===== config.mk =====
export PLATFORM = sky130hd
export DESIGN_NAME = mux8_rr_arbiter_flat
export DESIGN_NICKNAME = d
export VERILOG_FILES = /design/src/rtl/mux8_rr_arbiter_if.sv /design/src/rtl/mux8_rr_arbiter.sv /design/src/flat_wrapper.sv
export SDC_FILE = /design/constraint.sdc
export NUM_CORES = 1
export LEC_CHECK = 0
export CORE_MARGIN = 2
export CORE_UTILIZATION = 50
export DETAILED_ROUTE_END_ITERATION = 8
export PLACE_DENSITY = 0.76
export SYNTH_ARGS = -nofsm -noshare
export SYNTH_HDL_FRONTEND = slang
export SYNTH_SLANG_ARGS = --single-unit

===== constraint.sdc =====
create_clock -name clk -period 3.3 [get_ports clk]
set_clock_uncertainty 0.05 [all_clocks]
set_input_delay 0.495 -clock clk [delete_from_list [all_inputs] [get_ports clk]]
set_output_delay 0.495 -clock clk [all_outputs]
set_load 0.01 [all_outputs]

===== src/rtl/mux8_rr_arbiter_if.sv =====
// Handshake bundle between the 8-way round-robin arbiter and its requesters/consumer.
// The master modport is the arbiter side. The slave modport is the environment side.
interface mux8_rr_arbiter_if;
    logic [7:0] req;
    logic       out_ready;
    logic [2:0] sel;
    logic [7:0] gnt;
    logic       out_valid;
    logic       beat_done;
    logic       busy;

    modport master (
        input  req,
        input  out_ready,
        output sel,
        output gnt,
        output out_valid,
        output beat_done,
        output busy
    );

    modport slave (
        output req,
        output out_ready,
        input  sel,
        input  gnt,
        input  out_valid,
        input  beat_done,
        input  busy
    );
endinterface


===== src/rtl/mux8_rr_arbiter.sv =====
// Round-robin arbiter driving the select of a shared 8:1 datapath mux.
// A grant is held across a burst and released on request drop or after MAX_BURST accepted beats.
module mux8_rr_arbiter #(
    parameter int MAX_BURST = 4,
    parameter int CNT_W     = 8
) (
    input  logic              clk,
    input  logic              rst_n,
    mux8_rr_arbiter_if.master bus
);

    typedef enum logic {IDLE, GRANT} state_e;

    localparam logic [CNT_W-1:0] CNT_LAST = CNT_W'((MAX_BURST == 0) ? 0 : MAX_BURST - 1);
    localparam logic [CNT_W-1:0] CNT_MAX  = {CNT_W{1'b1}};

    state_e           state_q, state_d;
    logic [2:0]       sel_q, sel_d;
    logic [7:0]       gnt_q, gnt_d;
    logic [2:0]       last_q, last_d;
    logic [CNT_W-1:0] beat_cnt_q, beat_cnt_d;

    logic       busy;
    logic       out_valid;
    logic       beat_done;
    logic       found;
    logic [2:0] winner;
    logic [2:0] idx;

    assign busy      = (state_q == GRANT);
    assign out_valid = busy & bus.req[sel_q];
    assign beat_done = out_valid & bus.out_ready;

    // Search starts one past the last granted index, so the previous owner ranks lowest.
    always_comb begin
        found  = 1'b0;
        winner = last_q;
        idx    = last_q;
        for (int i = 1; i <= 8; i++) begin
            idx = last_q + 3'(i);
            if (!found && bus.req[idx]) begin
                found  = 1'b1;
                winner = idx;
            end
        end
    end

    always_comb begin
        state_d    = state_q;
        sel_d      = sel_q;
        gnt_d      = gnt_q;
        last_d     = last_q;
        beat_cnt_d = beat_cnt_q;
        case (state_q)
            IDLE: begin
                if (found) begin
                    state_d    = GRANT;
                    sel_d      = winner;
                    gnt_d      = 8'b1 << winner;
                    beat_cnt_d = '0;
                end
            end
            GRANT: begin
                if (!bus.req[sel_q] ||
                    ((MAX_BURST != 0) && beat_done && (beat_cnt_q == CNT_LAST))) begin
                    state_d    = IDLE;
                    gnt_d      = 8'h00;
                    last_d     = sel_q;
                    beat_cnt_d = '0;
                end else if (beat_done && (beat_cnt_q != CNT_MAX)) begin
                    beat_cnt_d = beat_cnt_q + CNT_W'(1);
                end
            end
            default: begin
                state_d = IDLE;
                gnt_d   = 8'h00;
            end
        endcase
    end

    always_ff @(posedge clk or negedge rst_n) begin
        if (!rst_n) begin
            state_q    <= IDLE;
            sel_q      <= 3'd0;
            gnt_q      <= 8'h00;
            last_q     <= 3'd7;
            beat_cnt_q <= '0;
        end else begin
            state_q    <= state_d;
            sel_q      <= sel_d;
            gnt_q      <= gnt_d;
            last_q     <= last_d;
            beat_cnt_q <= beat_cnt_d;
        end
    end

    assign bus.sel       = sel_q;
    assign bus.gnt       = gnt_q;
    assign bus.busy      = busy;
    assign bus.out_valid = out_valid;
    assign bus.beat_done = beat_done;

endmodule


===== src/flat_wrapper.sv =====
// flat-port wrapper written by rule: the top's interface ports become plain ports
module mux8_rr_arbiter_flat 
#(
    parameter int MAX_BURST = 4,
    parameter int CNT_W     = 8
)
  (clk, rst_n, bus_req, bus_out_ready, bus_sel, bus_gnt, bus_out_valid, bus_beat_done, bus_busy);
  mux8_rr_arbiter_if bus_i ();
  input  logic clk;
  input  logic rst_n;
  input wire logic [$bits(bus_i.req)-1:0] bus_req;
  input wire logic [$bits(bus_i.out_ready)-1:0] bus_out_ready;
  output wire logic [$bits(bus_i.sel)-1:0] bus_sel;
  output wire logic [$bits(bus_i.gnt)-1:0] bus_gnt;
  output wire logic [$bits(bus_i.out_valid)-1:0] bus_out_valid;
  output wire logic [$bits(bus_i.beat_done)-1:0] bus_beat_done;
  output wire logic [$bits(bus_i.busy)-1:0] bus_busy;
  assign bus_i.req = bus_req;
  assign bus_i.out_ready = bus_out_ready;
  assign bus_sel = bus_i.sel;
  assign bus_gnt = bus_i.gnt;
  assign bus_out_valid = bus_i.out_valid;
  assign bus_beat_done = bus_i.beat_done;
  assign bus_busy = bus_i.busy;
  mux8_rr_arbiter #(.MAX_BURST(MAX_BURST), .CNT_W(CNT_W)) u_core (.clk(clk), .rst_n(rst_n), .bus(bus_i));
endmodule

=== Word-level counts from Yosys, hierarchy flattened ===
Index checks and enable logic that the tools add are counted.
Widths: inputs -> output; s select.

* Bits in registers: 23
* Input bits: 11
* Output and inout bits: 14
* Logic and storage cells: 97

* Add/sub/neg operators: 8
* Order comparisons: 9
* Equality and inequality tests: 5
* Shift-type cells: 1
* Muxes and demuxes: 44
* Bitwise logic cells: 3
* Reductions and logical operators: 22

{| class="wikitable"
|+ Operators with widths
! operator !! count
|-
| $mux 8 || 5
|-
| $lt 3x4->1 const B || 9
|-
| $pmux 8 s2 || 2
|-
| $bmux 1 s3 || 9
|-
| $mux 3 || 8
|-
| $mux 1 || 19
|-
| $add 3x3->3 const B || 4
|-
| $logic_and 1x1->1 || 9
|-
| $add 8x1->8 const B || 1
|-
| $eq 8x2->1 const B || 1
|-
| $logic_not 1->1 || 8
|-
| $ne 8x8->1 const B || 1
|-
| $reduce_and 2->1 || 4
|-
| $shl 1x3->8 const A || 1
|-
| $add 3x2->3 const B || 2
|-
| $add 3x1->3 const B || 1
|-
| $ne 3x3->1 const B || 1
|-
| $and 1x1->1 || 2
|-
| $ne 2x1->1 const B || 1
|-
| $ne 2x2->1 const B || 1
|-
| $pmux 1 s2 || 1
|-
| $logic_or 1x1->1 || 1
|-
| $not 1->1 || 1
|}

=== Depth between registers and ports, before layout ===
* Word-level depth: 28
* Depth in mapped cells: 14

=== Worst setup path after synthesis ===
No wires, ideal clock.

* Path kind: register -> register
* Start point: register u_core.last_q[0]
* End point: register u_core.gnt_q[4], in the netlist u_core.bus.gnt[4]
* Library setup time: 0.110 ns
* Arrival: 3.216 ns
* Setup slack: -0.076 ns
* Stages on the path, launching flop included: 15
* Buffers on the path: 5
* Period minus slack after synthesis: 3.376 ns
* Path through: dfstp_2 buf_6 buf_2 inv_1 ha_1 buf_2 mux2_2 mux2_2 o221ai_2 nand4b_4 o21bai_1 buf_2 buf_2 nand3_1 o41ai_1

* Cells in the longest elaborated chain, start to end: 28
* Elaborated cells between the ends (all ways): 58
* Classes of those cells: 7 x add/sub; 1 x eq/ne; 1 x shift; 34 x mux; 15 x reduce/logical

{| class="wikitable"
|+ Ends and longest elaborated chain
! what !! line !! source
|-
| start, declared || mux8_rr_arbiter.sv:20 || <nowiki>logic [2:0] last_q, last_d;</nowiki>
|-
| start signal, assigned || mux8_rr_arbiter.sv:92 || <nowiki>last_q <= last_d;</nowiki>
|-
| $add 3x1->3 || mux8_rr_arbiter.sv:40 || <nowiki>idx = last_q + 3'(i);</nowiki>
|-
| $bmux 1 s3 || mux8_rr_arbiter.sv:41 || <nowiki>if (!found && bus.req[idx]) begin</nowiki>
|-
| $mux 1 (implied by the code) || mux8_rr_arbiter.sv:41 ||
|-
| $mux 1 || mux8_rr_arbiter.sv:41 ||
|-
| $logic_not 1->1 || mux8_rr_arbiter.sv:41 ||
|-
| $logic_and 1x1->1 || mux8_rr_arbiter.sv:41 ||
|-
| $mux 1 || mux8_rr_arbiter.sv:41 ||
|-
| $logic_not 1->1 || mux8_rr_arbiter.sv:41 ||
|-
| [... 12 more ...] || -- ||
|-
| $logic_and 1x1->1 || mux8_rr_arbiter.sv:41 ||
|-
| $mux 1 || mux8_rr_arbiter.sv:41 ||
|-
| $logic_not 1->1 || mux8_rr_arbiter.sv:41 ||
|-
| $logic_and 1x1->1 || mux8_rr_arbiter.sv:41 ||
|-
| $mux 3 || mux8_rr_arbiter.sv:41 ||
|-
| $shl 1x3->8 || mux8_rr_arbiter.sv:59 || <nowiki>gnt_d = 8'b1 << winner;</nowiki>
|-
| $mux 8 || mux8_rr_arbiter.sv:56 || <nowiki>if (found) begin</nowiki>
|-
| $pmux 8 s2 || mux8_rr_arbiter.sv:54 || <nowiki>case (state_q)</nowiki>
|-
| end signal, assigned || mux8_rr_arbiter.sv:91 || <nowiki>gnt_q <= gnt_d;</nowiki>
|-
| end, declared || mux8_rr_arbiter.sv:19 || <nowiki>logic [7:0] gnt_q, gnt_d;</nowiki>
|}

Parallel ways exist; a longest one is shown, timed or not. The select of a mux whose other input is x is not followed.
A chain may end at the register's enable or synchronous reset.

=== Worst setup path after layout ===
* Start point: register u_core.last_q[0]
* End point: register u_core.gnt_q[3], in the netlist u_core.bus.gnt[3]

Same word-level chain as after synthesis.

==> results_dict.tcl <==
set metrics [dict create \
    avgSynthCellArea_sq_um 10.2 \
    r2r_slack_ps 150 \
    ys_seq_elements 23 \
    switching_power_mw 1.45 \
    tightestPinTransition_ps 1010 \
    cts_tree "yes" \
    nets 241 \
    drt_drc_violations_left 0 \
    slew_headroom_pct 32.6 \
    start_util_pct 53.0 \
    drtIter0Drc 135 \
    portBuffers 24 \
    antenna_found_initial 0 \
    required_ps 3420 \
    ir_drop_v 0.000816 \
    cts_buffers 3 \
    worstSetupStartpointType "register" \
    worstSetupPathType "register to register" \
    rows 22 \
    max_stage_delay_ps 700 \
    pwr-share-comb_pct 78.7 \
    timing.fmax_mhz 317 \
    ff2ff_path_depth 8 \
    grtUsageTotal_pct 23.5 \
    core_area_sq_mm 0.00374 \
    reg2reg_from "u_core.last_q[0]" \
    synth_ff_type "dfrtp_1" \
    area_growth_pct 21.4 \
    hold_end "u_core.bus.gnt[5]" \
    p_leak_nw 0.970 \
    synth_area_leaders "dfrtp_1, mux4_2, mux4_1" \
    clockBufferDepth 2 \
    syn_nets 209 \
    dp.cells 268 \
    final-hold-violation-count 0 \
    powerDensity_mw_per_mm2 1240 \
    crit_fanout 21 \
    clk_latency_ps 260 \
    status "complete, no violations" \
    slew_viol_final 0 \
    post-route-period-util_pct 95.5 \
    p_sw_share_pct 48.5 \
    grt_pass1_wl_mm 8.10 \
    drtAntennaViolNets 0 \
    final_common_cell "clkdlybuf4s50_1" \
    synth_top_area_share_pct 25.2 \
    netlist_instances 195 \
    routed_wirelength_mm 4.84 \
    p_seq_share_pct 15.4 \
    grt_pass1_vias 1749 \
    period_minus_slack_ps 3150 \
    synth_warnings 0 \
    worst_setup_path_end_kind "register" \
    path_cells "buf_6, mux4_1, a22oi_1, o31ai_1, a41o_1, a221o_1, a211o_1, o31ai_1" \
    vias_per_cell 6.35 \
    avgRoutedWirePerCell_microns 17.7 \
    final_util_pct 64.3 \
    cp.buffers_inverters 1 \
    ys_seq_area_share_pct 29.2 \
    worst_path_most_repeated_cell "o31ai_1" \
    ys_types 57 \
    gp_congestion 0.857 \
    setup_viol 0 \
    synth_top_cell_by_area "dfrtp_1" \
    dr.pass1.iters 4 \
    vias 1740 \
    crit_family "compound AO/OA/AOI/OAI gates" \
    clockRootBuffer "clkbuf_8" \
    arrival_ps 3270 \
    pwr-share-clk_pct 5.9 \
    dp_hpwl_mm 3.58 \
    cp_slowest_cell "mux4_1" \
    syn-cell-area_sq_mm 0.00198 \
    path_clk_slew_ps 80 \
    grt-ovfl-total 0 \
    antenna_cells 0 \
    hp-class "register to register" \
    layout_common_cells "clkdlybuf4s50_1, dfrtp_1, nor2_1, nand2_1, nand3_1" \
    ios 25 \
    drive_above_1_share_pct 19.9 \
    finalNonFillerCells 274 \
    worstHoldStart "u_core.bus.gnt[5]" \
    p_total_mw 2.98 \
    holdPathStages 2 \
    synth_edf_count 0 \
    internal_power_mw 1.54 \
    clock_sinks 23 \
    grt_max_degree 24 \
    dieArea_sq_mm 0.00449 \
    maxCapViolations 0 \
    async_flop_share_pct 100 \
    die_w_microns 67 \
    die_h_microns 67 \
    h-tree-depth 1 \
    r2r_end "u_core.bus.gnt[3]" \
]
how the worst max path moves through the flow:
stage | to | slack [ps] | depth (start not counted) | start
global route | u_core.bus.gnt[4] | -30 | 10 | u_core.last_q[0]
floorplan | u_core.bus.gnt[4] | 30 | 14 | u_core.last_q[0]
global placement | u_core.bus.sel[2] | 140 | 10 | bus_req[2]
detailed placement | u_core.bus.gnt[3] | -10 | 8 | bus_req[7]
finish | u_core.bus.gnt[3] | 150 | 8 | u_core.last_q[0]
CTS | u_core.bus.gnt[3] | 50 | 10 | u_core.last_q[0]
cell families (layout without fill, tap and decap cells):
logic type	after synthesis	count (layout)	share of synthesized area [%]
fa+ha+maj	3	3	1.89
buf+inv	15	46	3.91
simple gates	70	70	18.2
mux	32	32	25.3
xor+xnor	12	12	5.67
flops	23	23	29.2
compound gates	40	40	15.8
through the flow:
| stage | hold WS [ps] | setup slack (ps) | cell area (sq um) | setup TNS, ps |
|---|---|---|---|---|
| floorplan | 149 | 32.8 | 1990 | 0 |
| global placement | 437 | 141 | 2320 | 0 |
| detailed placement | 436 | -13.9 | 2320 | -13.9 |
| CTS | 462 | 48.6 | 2370 | 0 |
| global route | 481 | -34.2 | 2410 | -34.2 |
| finish | 456 | 149 | 2410 | 0 |
area by class of cell:
cell class,instances,area (sq um)
multi-input combinational,157,1350
fill,319,1340
sequential,23,579
timing repair buffer,37,354
tap,48,60.1
clock buffer,4,45.0
inverter,5,18.8
cell usage after synthesis, types with 3 or more instances:
cell type and instances:
nand2b_1 3, a21oi_1 3, o21ai_0 6, inv_1 5, nand2_1 16, mux2i_1 11
mux4_1 5, xor2_1 4, nand3_1 15, dfrtp_1 20, mux2_2 8, dfstp_2 3
nor2_1 19, and2_1 3, mux4_2 6, o41ai_1 4, nand4_1 3, buf_2 5
o31ai_1 5, xnor2_1 7, ha_1 3
power by group through the flow:
stage / clock (mW) / combinational (mW) / sequential [mW]
CTS: 0.178 / 2.23 / 0.459
global route: 0.189 / 2.54 / 0.476
finish: 0.175 / 2.35 / 0.460
global placement: 0 / 2.13 / 0.457
detailed placement: 0 / 2.22 / 0.463
floorplan: 0 / 1.61 / 0.455
worst min-delay path: cells and delay by family (launching register included):
family / cells / cell delay, ps
AO/OA/AOI/OAI: 1 / 60
flip-flops: 1 / 350
AND/OR/NAND/NOR: 1 / 70
registers in the layout, indices dropped and copies added (netlist names):
signal,count
u_core.bus.gnt,8
u_core.bus.busy,1
u_core.beat_cnt_q,8
u_core.bus.sel,3
u_core.last_q,3
timing repair:
item / 4_1_cts / 5_1_grt
endpoints found under the hold margin: 0 / 0
hold buffers: 0 / 0
buffers inserted: 0 / 2
setup endpoints to repair: 0 / 18
gates resized for setup: 0 / 5
metal layers:
layer,track usage (%),vias to the layer above,wire (microns)
met2,38.2,61,2390
met1,31.2,852,2120
li1,-,817,-
met3,4.56,10,274
met4,7.40,0,59
met5,0,-,0
(Power assumes the default switching activity.)
